`config.mk`:
```
export PLATFORM = sky130hd
export DESIGN_NAME = down_count_ctrl
export DESIGN_NICKNAME = d
export VERILOG_FILES = /design/src/rtl/down_count_ctrl.sv
export SDC_FILE = /design/constraint.sdc
export NUM_CORES = 1
export LEC_CHECK = 0
export ABC_AREA = 1
export BUFFER_PORTS_ARGS = -buffer_cell sky130_fd_sc_hd__buf_2
export CORE_AREA = 2 2 39 41
export CTS_CLUSTER_DIAMETER = 100
export DETAILED_ROUTE_END_ITERATION = 7
export DIE_AREA = 0 0 41 43
export GPL_TIMING_DRIVEN = 0
export PLACE_DENSITY = 0.65
export SLEW_MARGIN = 40
export SYNTH_ARGS = -nofsm -noshare
export SYNTH_HDL_FRONTEND = slang
export SYNTH_SLANG_ARGS = --single-unit
```
`constraint.sdc`:
```
create_clock -name clk -period 1.5 [get_ports clk]
set_input_delay 0.15 -clock clk [delete_from_list [all_inputs] [get_ports clk]]
set_output_delay 0.15 -clock clk [all_outputs]
set_load 0.005 [all_outputs]
```
`src/rtl/down_count_ctrl.sv`:
```
// ---------------------------------------------------------------------------
// down_count_ctrl
//
// Loadable down-counter with a small control FSM (IDLE / RUN / PAUSE / DONE).
// A start pulse loads load_val and counts down to zero one step per clock.
// At zero the block either reloads (auto_reload=1) or parks in DONE.
// pause freezes the count, and abort returns the block to IDLE.
//
// Ports
//   clk          in   rising-edge clock
//   reset        in   asynchronous active-low reset
//   start        in   begin a countdown from load_val (honoured in IDLE/DONE)
//   pause        in   level; freezes the count while in RUN/PAUSE
//   abort        in   return to IDLE with count 0 (highest priority)
//   auto_reload  in   at terminal count, reload load_val instead of stopping
//   load_val     in   [WIDTH-1:0] countdown start value
//   count        out  [WIDTH-1:0] current count (register)
//   state        out  [1:0] IDLE=0, RUN=1, PAUSE=2, DONE=3 (register)
//   busy         out  state is RUN or PAUSE
//   tc           out  state is RUN and count is 0
//   done         out  state is DONE
// ---------------------------------------------------------------------------
module down_count_ctrl #(
    parameter int WIDTH = 4
) (
    input  logic             clk,
    input  logic             reset,
    input  logic             start,
    input  logic             pause,
    input  logic             abort,
    input  logic             auto_reload,
    input  logic [WIDTH-1:0] load_val,
    output logic [WIDTH-1:0] count,
    output logic [1:0]       state,
    output logic             busy,
    output logic             tc,
    output logic             done
);

    typedef enum logic [1:0] {
        ST_IDLE  = 2'd0,
        ST_RUN   = 2'd1,
        ST_PAUSE = 2'd2,
        ST_DONE  = 2'd3
    } state_t;

    localparam logic [WIDTH-1:0] ONE = {{(WIDTH-1){1'b0}}, 1'b1};

    state_t           r_state;
    logic [WIDTH-1:0] r_count;
    logic             w_count_zero;

    assign w_count_zero = (r_count == '0);

    // Priority on every edge: abort, then pause/resume, then start, then
    // the countdown itself. load_val and auto_reload are only looked at on
    // the edges that actually use them (start, or terminal count in RUN).
    always_ff @(posedge clk or negedge reset) begin
        if (!reset) begin
            r_state <= ST_IDLE;
            r_count <= '0;
        end else if (abort) begin
            r_state <= ST_IDLE;
            r_count <= '0;
        end else begin
            unique case (r_state)
                ST_IDLE: begin
                    if (start) begin
                        r_state <= ST_RUN;
                        r_count <= load_val;
                    end
                end
                ST_RUN: begin
                    if (pause) begin
                        // Freeze, even at terminal count.
                        r_state <= ST_PAUSE;
                    end else if (!w_count_zero) begin
                        r_count <= r_count - ONE;
                    end else if (auto_reload) begin
                        r_count <= load_val;
                    end else begin
                        // Count is already 0; it simply stays there.
                        r_state <= ST_DONE;
                    end
                end
                ST_PAUSE: begin
                    // Resume without touching the count; the next
                    // decrement happens on the edge after this one.
                    if (!pause) begin
                        r_state <= ST_RUN;
                    end
                end
                ST_DONE: begin
                    if (start) begin
                        r_state <= ST_RUN;
                        r_count <= load_val;
                    end
                end
                default: begin
                    r_state <= ST_IDLE;
                    r_count <= '0;
                end
            endcase
        end
    end

    // Status flags decode registered state/count only.
    assign count = r_count;
    assign state = r_state;
    assign busy  = (r_state == ST_RUN) || (r_state == ST_PAUSE);
    assign tc    = (r_state == ST_RUN) && w_count_zero;
    assign done  = (r_state == ST_DONE);

endmodule

```
### Yosys cells after proc, flatten, opt, wreduce, memory -nomap -nowiden

Cells that the tools add are included.

* output and inout bits: 9
* input port bits: 10
* word-level logic and storage cells: 33
* register bits: 6

* muxes and demuxes: 13
* eq/ne operators: 9
* add/sub/neg operators: 1
* reductions and logical operators: 8

Operators by type and width (number)
* 4-bit 2-to-1 mux: 5
* 2-bit 2-to-1 mux: 6
* 4-bit != test, second input constant: 3
* 4-bit one-hot mux with 2 select lines: 1
* 4-bit AND reduction: 2
* 3-bit != test, second input constant: 2
* 2-bit one-hot mux with 3 select lines: 1
* 2-bit equality test, second input constant: 2
* 4-bit logical NOT: 1
* 4-bit by 1-bit subtractor with 4-bit output, second input constant: 1
* 3-bit by 1-bit != test with 1-bit output, second input constant: 1
* 3-bit nonzero test: 1
* 2-bit by 1-bit equality test with 1-bit output, second input constant: 1
* 2-bit logical NOT: 1
* 2-bit OR reduction: 1
* 1-bit logical AND: 1
* 1-bit logical OR: 1

### Logic depth before layout (Yosys ltp)

Gate-level depths: netlist of run 1.

* depth after elaboration: 5
* depth in mapped cells: 9
* gate-level depth less buffers: 9

### Least setup slack after synthesis of run 1

OpenSTA, ideal clock, no wires.

* path kind: flip-flop to flip-flop
* start: register r_state[0] (netlist: state[0])
* end: register r_count[3] (netlist: count[3])
* period minus slack after synthesis: 1376 ps
* library setup time: 65 ps
* path buffers: 0
* stages on the path, launching flop included: 10
* data arrival time: 1311 ps
* data required time: 1435 ps
* path slack: 124 ps
* path through: dfrtp_1 inv_1 ha_1 nand2_1 nand2_1 nor2_1 nand2_2 inv_2 nand3_1 nand2_1

* longest elaborated chain between the ends: 4
* elaborated cells on any way between the ends: 11
* classes of those cells: 5 x eq/ne; 2 x mux; 4 x reduce/logical

RTL lines
* start: declaration: line 49 `state_t r_state;`
* start signal: assignment: line 60 `r_state <= ST_IDLE;`
* start signal: assignment: line 63 `r_state <= ST_IDLE;`
* start signal: assignment: line 69 `r_state <= ST_RUN;`
* 2-bit equality test or 2-bit logical NOT (tied branches): line 66 `unique case (r_state)`
* 2-bit OR reduction (no source line)
* 3-bit by 1-bit != test with 1-bit output (no source line) (tied with other cells)
* 4-bit AND reduction (no source line) or 4-bit 2-to-1 mux (tied branches)
* end signal: assignment: line 70 `r_count <= load_val;`
* end signal: assignment: line 78 `r_count <= r_count - ONE;`
* end signal: assignment: line 80 `r_count <= load_val;`
* end: declaration: line 50 `logic [WIDTH-1:0] r_count;`

Parallel ways exist; a longest one is shown, timed or not.
A chain may end at the register's enable or synchronous reset.

### Worst setup path in the final report of run 1

* start: register r_count[0] (netlist: count[0])
* end: output tc

* longest elaborated chain between the ends: 2

RTL lines
* 4-bit logical NOT: line 53 `assign w_count_zero = (r_count == '0);`
* 1-bit logical AND: line 111 `assign tc = (r_state == ST_RUN) && w_count_zero;`
* end: declaration: line 36 `output logic tc,`

Every way passes these cells.

==> results of run 1 <==
==> timing repair <==
action,CTS,global route
resized for setup,0,6
setup endpoints to repair,0,6
hold buffers,1,0
hold endpoints to repair,6,0
setup buffers,0,1
==> critical path, stage by stage, from the launching register on <==
cell	delay (ns)
dfrtp_1	0.41
inv_2	0.10
ha_2	0.22
nand2_4	0.08
nor2_1	0.08
buf_2	0.11
==> cell usage after synthesis <==
library cell,n,area (sq um)
inv_2,2,7.510
dfrtp_1,6,150.1
nand3_1,10,50.05
inv_1,11,41.29
nor2_4,1,11.26
a21oi_1,2,10.01
nand2_4,1,11.26
nand2_2,3,18.77
ha_1,5,62.56
o21ai_2,1,8.760
nand3b_1,2,15.01
nor2_1,7,26.28
o21ai_1,3,15.01
nand2_1,23,86.33
nand4_1,1,6.260
==> per-stage QoR <==
stage          setup slack (ns)  area, sq um  power, mW
3_5_place_dp            0.02061        630.6      1.327
4_1_cts                0.002822        663.1      1.483
3_3_place_gp            0.02098        630.6      1.318
6_report                 0.1216        691.9      1.547
5_1_grt                 0.01285        691.9      1.753
2_1_floorplan            0.1237        520.5      1.061
==> power by group through the flow <==
stage | logic (mW) | registers (mW) | clock network [mW]
final | 1.07 | 0.343 | 0.138
after global routing | 1.23 | 0.357 | 0.168
after CTS | 0.997 | 0.337 | 0.149
after detailed placement | 0.987 | 0.339 | 0
after global placement | 0.984 | 0.334 | 0
after floorplan | 0.731 | 0.331 | 0
==> state kept, by name, summed over array words and instances, names as in the netlist <==
register  cells
state         2
count         4
==> layout make-up <==
type / instances / share of cell area, %
Sequential cell: 6 / 21.88
Inverter: 13 / 7.052
Multi-Input combinational cell: 59 / 49.37
Clock buffer: 3 / 3.255
Timing Repair Buffer: 20 / 15.55
Tap cell: 16 / 2.893
==> worst min-delay path by stage <==
stage          startpoint  cells after the start        to
3_5_place_dp        reset                      1  count[1]
2_1_floorplan       reset                      0  count[0]
5_1_grt             abort                      4  count[3]
3_3_place_gp        reset                      1  count[1]
6_report            abort                      4  count[3]
4_1_cts             abort                      4  count[3]
==> cells by family after synthesis <==
family / after synthesis
fa+ha+maj: 5
compound gates: 6
flops: 6
simple gates: 48
buf+inv: 13
==> per-layer routing <==
metal  part of all wire [%]  GRT usage, %
met1                     49         17.61
met4                      0         8.000
met3                    1.9         1.571
met2                     49         20.31
met5                      0             0
==> run_results.csv, run 1 <==
group,metric,value,unit
cts,insertion_delay,0.23,ns
finish,area_delta_synth_final,32.93,%
timing,hold_violations,0,
routing,firstDrtPassIters,3,
cts,cts_max_level,1,
floorplanning,pin_count,19,
worst_setup_path,start_kind,"register",
min_path,hold_path.class,"input port to register",
timing,relSlewSlack,83.70,%
global_route,grt_overflow,0,
global_route,grt_max_degree,11,
power_and_ir_drop,pwr-share-comb,68.9,%
cts,root_buffer,"clkbuf_4",
worst_setup_path,r2r_slack,0.13,ns
floorplanning,die_y,43,um
routing,ant_nets,0,
cts,cts_inserted_buffers,3,
job,drv_cap,0,
power_and_ir_drop,clockPowerShare,9.0,%
global_route,grt_pass1_wl,1621,um
timing,worst_pin_slew,0.2445,ns
yosys,ys_warn_count,0,
routing,drt_iter0_markers,5,
yosys,synth-simple-area-share,43.27,%
yosys,syn_area,520.5,sq um
finish,layout.area.seq,151.4,sq um
yosys,seq_area_frac_synth,28.85,%
run_status,status,"completed",
routing,post_drt_wl_per_cell,8.744,um
global_route,antenna_found_initial,0,
finish,n_antenna_cell,0,
worst_setup_path,worstPathArrival,1.23,ns
cts,clk_pin_slew,0.04,ns
routing,via_per_inst,4.496,
power_and_ir_drop,swShare,49.54,%
finish,layout-drive-gt1-share,35.64,%
finish,multi_input_area,341.6,sq um
power_and_ir_drop,p_leak,0.4049,nW
cts,tritoncts,"done",
global_route,grt_usage,13.49,%
cts,clock-sinks,6,
finish,fillers,144,
routing,vias,526,
power_and_ir_drop,powerDensity,2235,nW/um^2
finish,final_cell_mix,"23 x nand2_1, 18 x buf_2, 10 x inv_1, 10 x nand3_1, 6 x nor2_1",
timing,fin_worst_skew,0.001107,ns
worst_setup_path,crit_end,"tc",
floorplanning,num_rows,14,
yosys,syn-instance-count,78,
timing,finalSetupViolations,0,
worst_setup_path,cp_max_fo,5,
timing,rsz0062_at_grt,"no",
floorplanning,start_util,37.61,%
power_and_ir_drop,cellInternalPower,0.7805,mW
floorplanning,dieArea,1763,sq um
worst_setup_path,critPathCaptureType,"output pin",
power_and_ir_drop,power_frac_seq,22.2,%
place,hpwl,870.6,um
yosys,synth_seq_cells,6,
routing,routed_wl,1023,um
floorplanning,coreArea,1384,sq um
finish,nNetsFinal,118,
worst_setup_path,ff2ff_path_depth,9,
timing,fmax,0.7255,GHz
power_and_ir_drop,peakVddDrop,0.001017,V
finish,fin_cells,117,
timing,slew_violations,0,
floorplanning,die_x,41,um
yosys,postSynthAreaPerCell,6.673,sq um
global_route,grt_pass1_vias,438,
timing,fin_setup_tns,0,ns
yosys,synth_adder_area_share,12.02,%
worst_setup_path,required,1.35,ns
place,place.gp.congestion,0.7247,
routing,drc_errors,0,
place,dpl.cell_count,112,
timing,whs,0.1897,ns
yosys,synth-xor-area-share,0,%
timing,finalCritPeriodShare,91.89,%
finish,final_common_cell,"nand2_1",
yosys,synth_top_family_by_area,"simple AND/OR/NAND/NOR gates",
worst_setup_path,reg2reg_from,"state[0]",
timing,min_period,1.378,ns
worst_setup_path,crit_type,"register to output pin",
yosys,synth_compound_area_share,6.490,%
place,io_buffers,18,
worst_setup_path,crit_start,"count[0]",
cts,cts_buffer_depth,2,
finish,final_util,50.00,%
yosys,muxShareOfSynthArea,0,%
worst_setup_path,r2r_end,"count[2]",
yosys,synth_cell_types,15,
power_and_ir_drop,p_switching,0.7662,mW
yosys,syn_nets,93,
Note: power is estimated with default switching activity, not from simulation.
==> inputs of run 2 (changes only) <==
--- a/config.mk
+++ b/config.mk
@@ -7,12 +7,14 @@
 export LEC_CHECK = 0
 export ABC_AREA = 1
 export BUFFER_PORTS_ARGS = -buffer_cell sky130_fd_sc_hd__buf_2
-export CORE_AREA = 2 2 39 41
+export CELL_PAD_IN_SITES_DETAIL_PLACEMENT = 1
+export CELL_PAD_IN_SITES_GLOBAL_PLACEMENT = 1
+export CORE_MARGIN = 2
+export CORE_UTILIZATION = 31
 export CTS_CLUSTER_DIAMETER = 100
 export DETAILED_ROUTE_END_ITERATION = 7
-export DIE_AREA = 0 0 41 43
 export GPL_TIMING_DRIVEN = 0
-export PLACE_DENSITY = 0.65
+export PLACE_DENSITY = 0.73
 export SLEW_MARGIN = 40
 export SYNTH_ARGS = -nofsm -noshare
 export SYNTH_HDL_FRONTEND = slang
==> run 2 against run 1 <==
Maximum frequency shrank 1.1%. Flip-flop and latch count unchanged. Via count up 4.6%. Wire length grew 32%. Worst hold slack gained 0.0095 ns. Clock power barely moved. Clock skew down 0.00061 ns. Die area up 15%. Non-clock buffer count up 1. Global-route usage up 2.8 points. Critical endpoint unchanged. Largest cell class unchanged.
==> run_results.csv, run 2 (synthesis results as in run 1) <==
group,metric,value,unit
worst_setup_path,cp_max_fo,5,
floorplanning,coreArea,1541,sq um
routing,routed_wl,1352,um
power_and_ir_drop,powerDensity,2316,nW/um^2
floorplanning,die_y,44.98,um
power_and_ir_drop,p_leak,0.4099,nW
worst_setup_path,start_kind,"register",
cts,cts_buffer_depth,2,
worst_setup_path,reg2reg_from,"state[0]",
routing,ant_nets,0,
finish,nNetsFinal,119,
power_and_ir_drop,peakVddDrop,0.001071,V
min_path,whs_path_depth,4,
floorplanning,die_x,44.98,um
worst_setup_path,worstPathArrival,1.24,ns
finish,area_delta_synth_final,34.38,%
routing,post_drt_wl_per_cell,11.46,um
timing,finalCritPeriodShare,92.96,%
cts,clk_pin_slew,0.04,ns
timing,worst_pin_slew,0.2541,ns
finish,layout.area.seq,151.4,sq um
finish,final_cell_mix,"23 x nand2_1, 18 x buf_2, 10 x inv_1, 10 x nand3_1, 6 x nor2_1",
finish,fin_cells,118,
routing,drt_iter0_markers,0,
timing,rsz0062_at_grt,"no",
cts,tritoncts,"done",
global_route,grt_pass1_vias,542,
worst_setup_path,crit_type,"register to output pin",
floorplanning,dieArea,2023,sq um
routing,vias,550,
worst_setup_path,r2r_slack,0.12,ns
place,place.gp.congestion,0.7387,
worst_setup_path,critPathCaptureType,"output pin",
finish,largest_reg_flops,4,
finish,final_common_cell,"nand2_1",
global_route,grt_max_degree,11,
min_path,holdCritStartpoint,"abort",
global_route,grt_overflow,0,
routing,via_per_inst,4.661,
cts,root_buffer,"clkbuf_4",
finish,fillers,219,
timing,hold_violations,0,
timing,fin_worst_skew,0.0004931,ns
timing,relSlewSlack,83.06,%
global_route,grt_pass1_wl,2346,um
cts,clock-sinks,6,
place,dpl.cell_count,112,
job,drv_cap,0,
timing,fmax,0.7172,GHz
min_path,hold_path.class,"input port to register",
place,io_buffers,18,
floorplanning,pin_count,19,
min_path,hold_end,"count[3]",
finish,n_antenna_cell,0,
routing,drc_errors,0,
cts,cts_max_level,1,
timing,slew_violations,0,
global_route,antenna_found_initial,0,
worst_setup_path,r2r_end,"count[0]",
timing,finalSetupViolations,0,
worst_setup_path,required,1.35,ns
timing,setup_ws,0.1056,ns
run_status,status,"completed",
power_and_ir_drop,p_total,1.620,mW
cts,cts_inserted_buffers,3,
global_route,grt_usage,16.33,%
place,place_ws,-0.04040,ns
place,hpwl,1057,um
cts,insertion_delay,0.23,ns
floorplanning,num_rows,14,
routing,firstDrtPassIters,1,
finish,multi_input_area,341.6,sq um
worst_setup_path,ff2ff_path_depth,8,
floorplanning,start_util,33.77,%
finish,layout-drive-gt1-share,36.27,%
timing,min_period,1.394,ns
[run 2: cell count changes in the layout (fill, tap and decap cells not counted)]
cell / delta
buf_4: +1
[run 2: worst max-delay path by stage]
stage	startpoint	cells past startpoint	to	slack, ns
final	count[0]	5	tc	0.11
after global routing	state[0]	9	count[2]	0.009
after CTS	state[1]	8	count[2]	0.008
after detailed placement	state[0]	9	count[2]	-0.04
after global placement	state[0]	9	count[3]	-0.01
after floorplan	state[0]	9	count[3]	0.12
[run 2: per-stage QoR]
stage / cell area, sq um / util [%] / setup TNS, ns / hold WS, ns
floorplan: 520.5 / - / 0 / -0.1456
global placement: 630.6 / 40.91 / -0.02410 / -0.02683
detailed placement: 630.6 / 40.91 / -0.1279 / -0.02643
CTS: 678.2 / 43.99 / 0 / 0.1984
global route: 699.4 / 45.37 / 0 / 0.2348
finish: 699.4 / 45.37 / 0 / 0.1992
[run 2: repair_timing]
action / CTS / global route
endpoints found under the setup margin: 4 / 6
hold endpoints to repair: 6 / 0
setup buffers: 2 / 0
gates resized for setup: 0 / 6
hold buffers: 1 / 0
[run 2: final cells by class]
cell class	count	area share, %
Multi-Input combinational cell	59	48.84
Sequential cell	6	21.65
Timing Repair Buffer	21	16.46
Inverter	13	6.977
Clock buffer	3	3.220
Tap cell	16	2.862
[run 2: report_power, final]
group | leakage (nW) | switching, mW | internal, mW
clock network | 0.0138 | 0.0487 | 0.0898
registers | 0.0776 | 0.105 | 0.238
logic | 0.318 | 0.667 | 0.471
[run 2: per-layer routing]
metal	routed length, um	GRT usage (%)	share of wire [%]
met1	689	22.69	51
met2	627	24.29	46
met3	34	2.400	2.5
met4	0	8.824	0
met5	0	0	0
[run 2: critical path: stages (launching register included)]
cell and delay (ns):
dfrtp_1 0.41, inv_2 0.11, ha_2 0.22, nand2_4 0.08
nor2_1 0.08, buf_2 0.11
==> inputs of run 3 (changes only) <==
==> config.mk (replaced) <==
export PLATFORM = sky130hd
export DESIGN_NAME = down_count_ctrl
export DESIGN_NICKNAME = d
export VERILOG_FILES = /design/src/rtl/down_count_ctrl.sv
export SDC_FILE = /design/constraint.sdc
export NUM_CORES = 1
export LEC_CHECK = 0
export ABC_AREA = 0
export BUFFER_PORTS_ARGS = -buffer_cell sky130_fd_sc_hd__buf_2
export CORE_AREA = 2 2 39 41
export CTS_CLUSTER_DIAMETER = 100
export CTS_CLUSTER_SIZE = 16
export DETAILED_ROUTE_END_ITERATION = 7
export DIE_AREA = 0 0 41 43
export GPL_TIMING_DRIVEN = 0
export PLACE_DENSITY = 0.63
export SLEW_MARGIN = 40
export SYNTH_ARGS = -nofsm -noshare
export SYNTH_HDL_FRONTEND = slang
export SYNTH_SLANG_ARGS = --single-unit
==> run 3 against run 2 <==
The run now ends with setup timing left. Worst setup slack lost 0.42 ns. Wire length increased by 8.4%. Flip-flop and latch count did not move. Maximum frequency shrank 23%. Synthesized area is 4.3% lower. Synthesized cell count shrank 28%. Clock skew rose by 0.0023 ns. First-iteration DRC count is 12 higher. Via count is 4.2% higher. Design area is 9.8% higher. Die area decreased by 13%. Power up 3.5%. Critical endpoint is now count[3]. Largest cell class unchanged.
==> run_results.csv, run 3 <==
group,metric,value,unit
yosys,synth_top_area_cell,"dfrtp_1",
cts,cts_max_level,1,
cts,cts_inserted_buffers,3,
power_and_ir_drop,cellInternalPower,0.9410,mW
timing,finalSetupViolations,7,
timing,slew_violations,0,
place,hpwl,929,um
power_and_ir_drop,power_frac_seq,17.5,%
routing,ant_nets,0,
worst_setup_path,crit_type,"register to register",
timing,min_period,1.819,ns
finish,fillers,148,
global_route,grt_overflow,0,
job,drv_cap,0,
power_and_ir_drop,pwr-share-comb,73.8,%
finish,final_cell_mix,"18 x buf_2, 10 x buf_4, 6 x dfrtp_1",
yosys,postSynthAreaPerCell,8.892,sq um
global_route,antenna_found_initial,0,
routing,drc_errors,0,
cts,tritoncts,"done",
worst_setup_path,start_kind,"register",
finish,nNetsFinal,104,
yosys,synth-async-reset-ratio,100.0,%
floorplanning,dieArea,1763,sq um
routing,firstDrtPassIters,4,
place,io_buffers,18,
power_and_ir_drop,p_switching,0.7346,mW
yosys,seq_area_frac_synth,30.15,%
floorplanning,pin_count,19,
timing,finalCritPeriodShare,121.2,%
power_and_ir_drop,swShare,43.84,%
place,place.gp.congestion,0.7537,
floorplanning,num_rows,14,
yosys,netlist_top_cells_count,"6 x dfrtp_1, 6 x inv_1, 6 x nor2_1",
place,place_ws,-0.3728,ns
power_and_ir_drop,peakVddDrop,0.0009598,V
global_route,grt_pass1_wl,2159,um
floorplanning,coreArea,1384,sq um
yosys,synth_seq_cells,6,
power_and_ir_drop,clockPowerShare,8.8,%
worst_setup_path,required,1.59,ns
finish,stdcell_area,768.2,sq um
worst_setup_path,worstPathArrival,1.91,ns
finish,final_util,55.52,%
finish,area_delta_synth_final,54.27,%
routing,via_per_inst,5.563,
timing,fin_setup_tns,-1.559,ns
yosys,syn-instance-count,56,
yosys,syn_nets,71,
run_status,violations,"setup timing",
yosys,yosys-top-cells-area,"dfrtp_1 30%, ha_1 13%, inv_1 4.5%, nor2_1 4.5%, a21oi_1 4.0%",
yosys,synth_cell_types,28,
yosys,ys_warn_count,0,
global_route,grt_pass1_vias,543,
timing,rsz0062_at_grt,"yes",
finish,largest_reg_flops,4,
timing,relSlewSlack,71.20,%
worst_setup_path,cp_max_fo,7,
routing,vias,573,
min_path,hold_path.class,"input port to register",
timing,hold_violations,0,
timing,fin_worst_skew,0.002788,ns
timing,setup_ws,-0.3186,ns
worst_setup_path,critPathCaptureType,"register",
cts,insertion_delay,0.24,ns
power_and_ir_drop,powerDensity,2181,nW/um^2
run_status,status,"finished with violations",
floorplanning,start_util,35.99,%
timing,fmax,0.5499,GHz
power_and_ir_drop,p_leak,0.3601,nW
finish,n_antenna_cell,0,
timing,worst_pin_slew,0.4311,ns
cts,cts_buffer_depth,2,
routing,routed_wl,1465,um
global_route,grt_usage,18.54,%
timing,whs,0.1673,ns
finish,final_common_cell,"buf_2",
finish,fin_cells,103,
place,place_area,638.1,sq um
yosys,synth_edf_count,0,
routing,drt_iter0_markers,12,
routing,post_drt_wl_per_cell,14.22,um
floorplanning,die_x,41,um
yosys,syn_area,498.0,sq um
finish,layout-drive-gt1-share,55.17,%
cts,root_buffer,"clkbuf_4",
place,dpl.cell_count,90,
cts,clock-sinks,6,
global_route,grt_max_degree,9,
power_and_ir_drop,p_total,1.676,mW
yosys,synth-main-ff-cell,"dfrtp_1",
yosys,synth_top_area_share,30.15,%
floorplanning,die_y,43,um
cts,clk_pin_slew,0.04,ns
run 3: power by group through the flow:
stage / combinational [mW] / sequential, mW / clock (mW)
6_report: 1.24 / 0.293 / 0.147
5_1_grt: 1.35 / 0.301 / 0.167
4_1_cts: 1.16 / 0.292 / 0.152
3_5_place_dp: 0.935 / 0.314 / 0
3_3_place_gp: 0.913 / 0.310 / 0
2_1_floorplan: 0.695 / 0.299 / 0
run 3: critical path, cell delays in order (launching register included):
cell,delay (ns)
dfrtp_1,0.40
inv_2,0.09
ha_4,0.13
or3b_4,0.41
or3_4,0.42
a21oi_2,0.16
a311oi_2,0.05
run 3: final cells by class:
type / count / area (sq um) / area share, %
multi-input combinational: 43 / 377.9 / 49.19
timing repair buffer: 29 / 175.2 / 22.80
sequential: 6 / 150.1 / 19.54
clock buffer: 3 / 22.52 / 2.932
inverter: 6 / 22.52 / 2.932
tap: 16 / 20.02 / 2.606
run 3: logic make-up (layout without fill, tap and decap cells):
logic type	count (synthesis)	in the layout	share of synthesized area, %
fa+ha+maj	5	5	12.56
compound gates	20	20	27.89
buf+inv	7	38	6.783
mux	1	1	2.261
flops	6	6	30.15
simple gates	17	17	20.35
run 3: worst paths after layout:
path | end | slack (ns) | startpoint | depth (start not counted)
setup reg to reg | count[3] | -0.32 | count[0] | 6
max in group asynchronous | count[1] | 1.10 | reset | 2
min in group asynchronous | state[1] | 0.26 | reset | 2
setup / recovery | count[3] | -0.32 | count[0] | 6
hold reg to reg | count[2] | 0.62 | count[2] | 2
hold / removal | count[1] | 0.17 | abort | 2
run 3: repair_timing:
action,CTS,global route
endpoints found under the hold margin,6,0
gates resized for setup,5,4
hold buffers,1,0
buffers inserted,7,3
pin swaps,4,7
endpoints found under the setup margin,8,7
run 3: routing by layer:
layer	vias to the layer above	part of all wire [%]	global-route usage, %
met5	-	0	0
li1	270	-	-
met2	32	53	28.13
met1	265	38	20.53
met3	6	7.4	9.424
met4	0	1.6	8.667
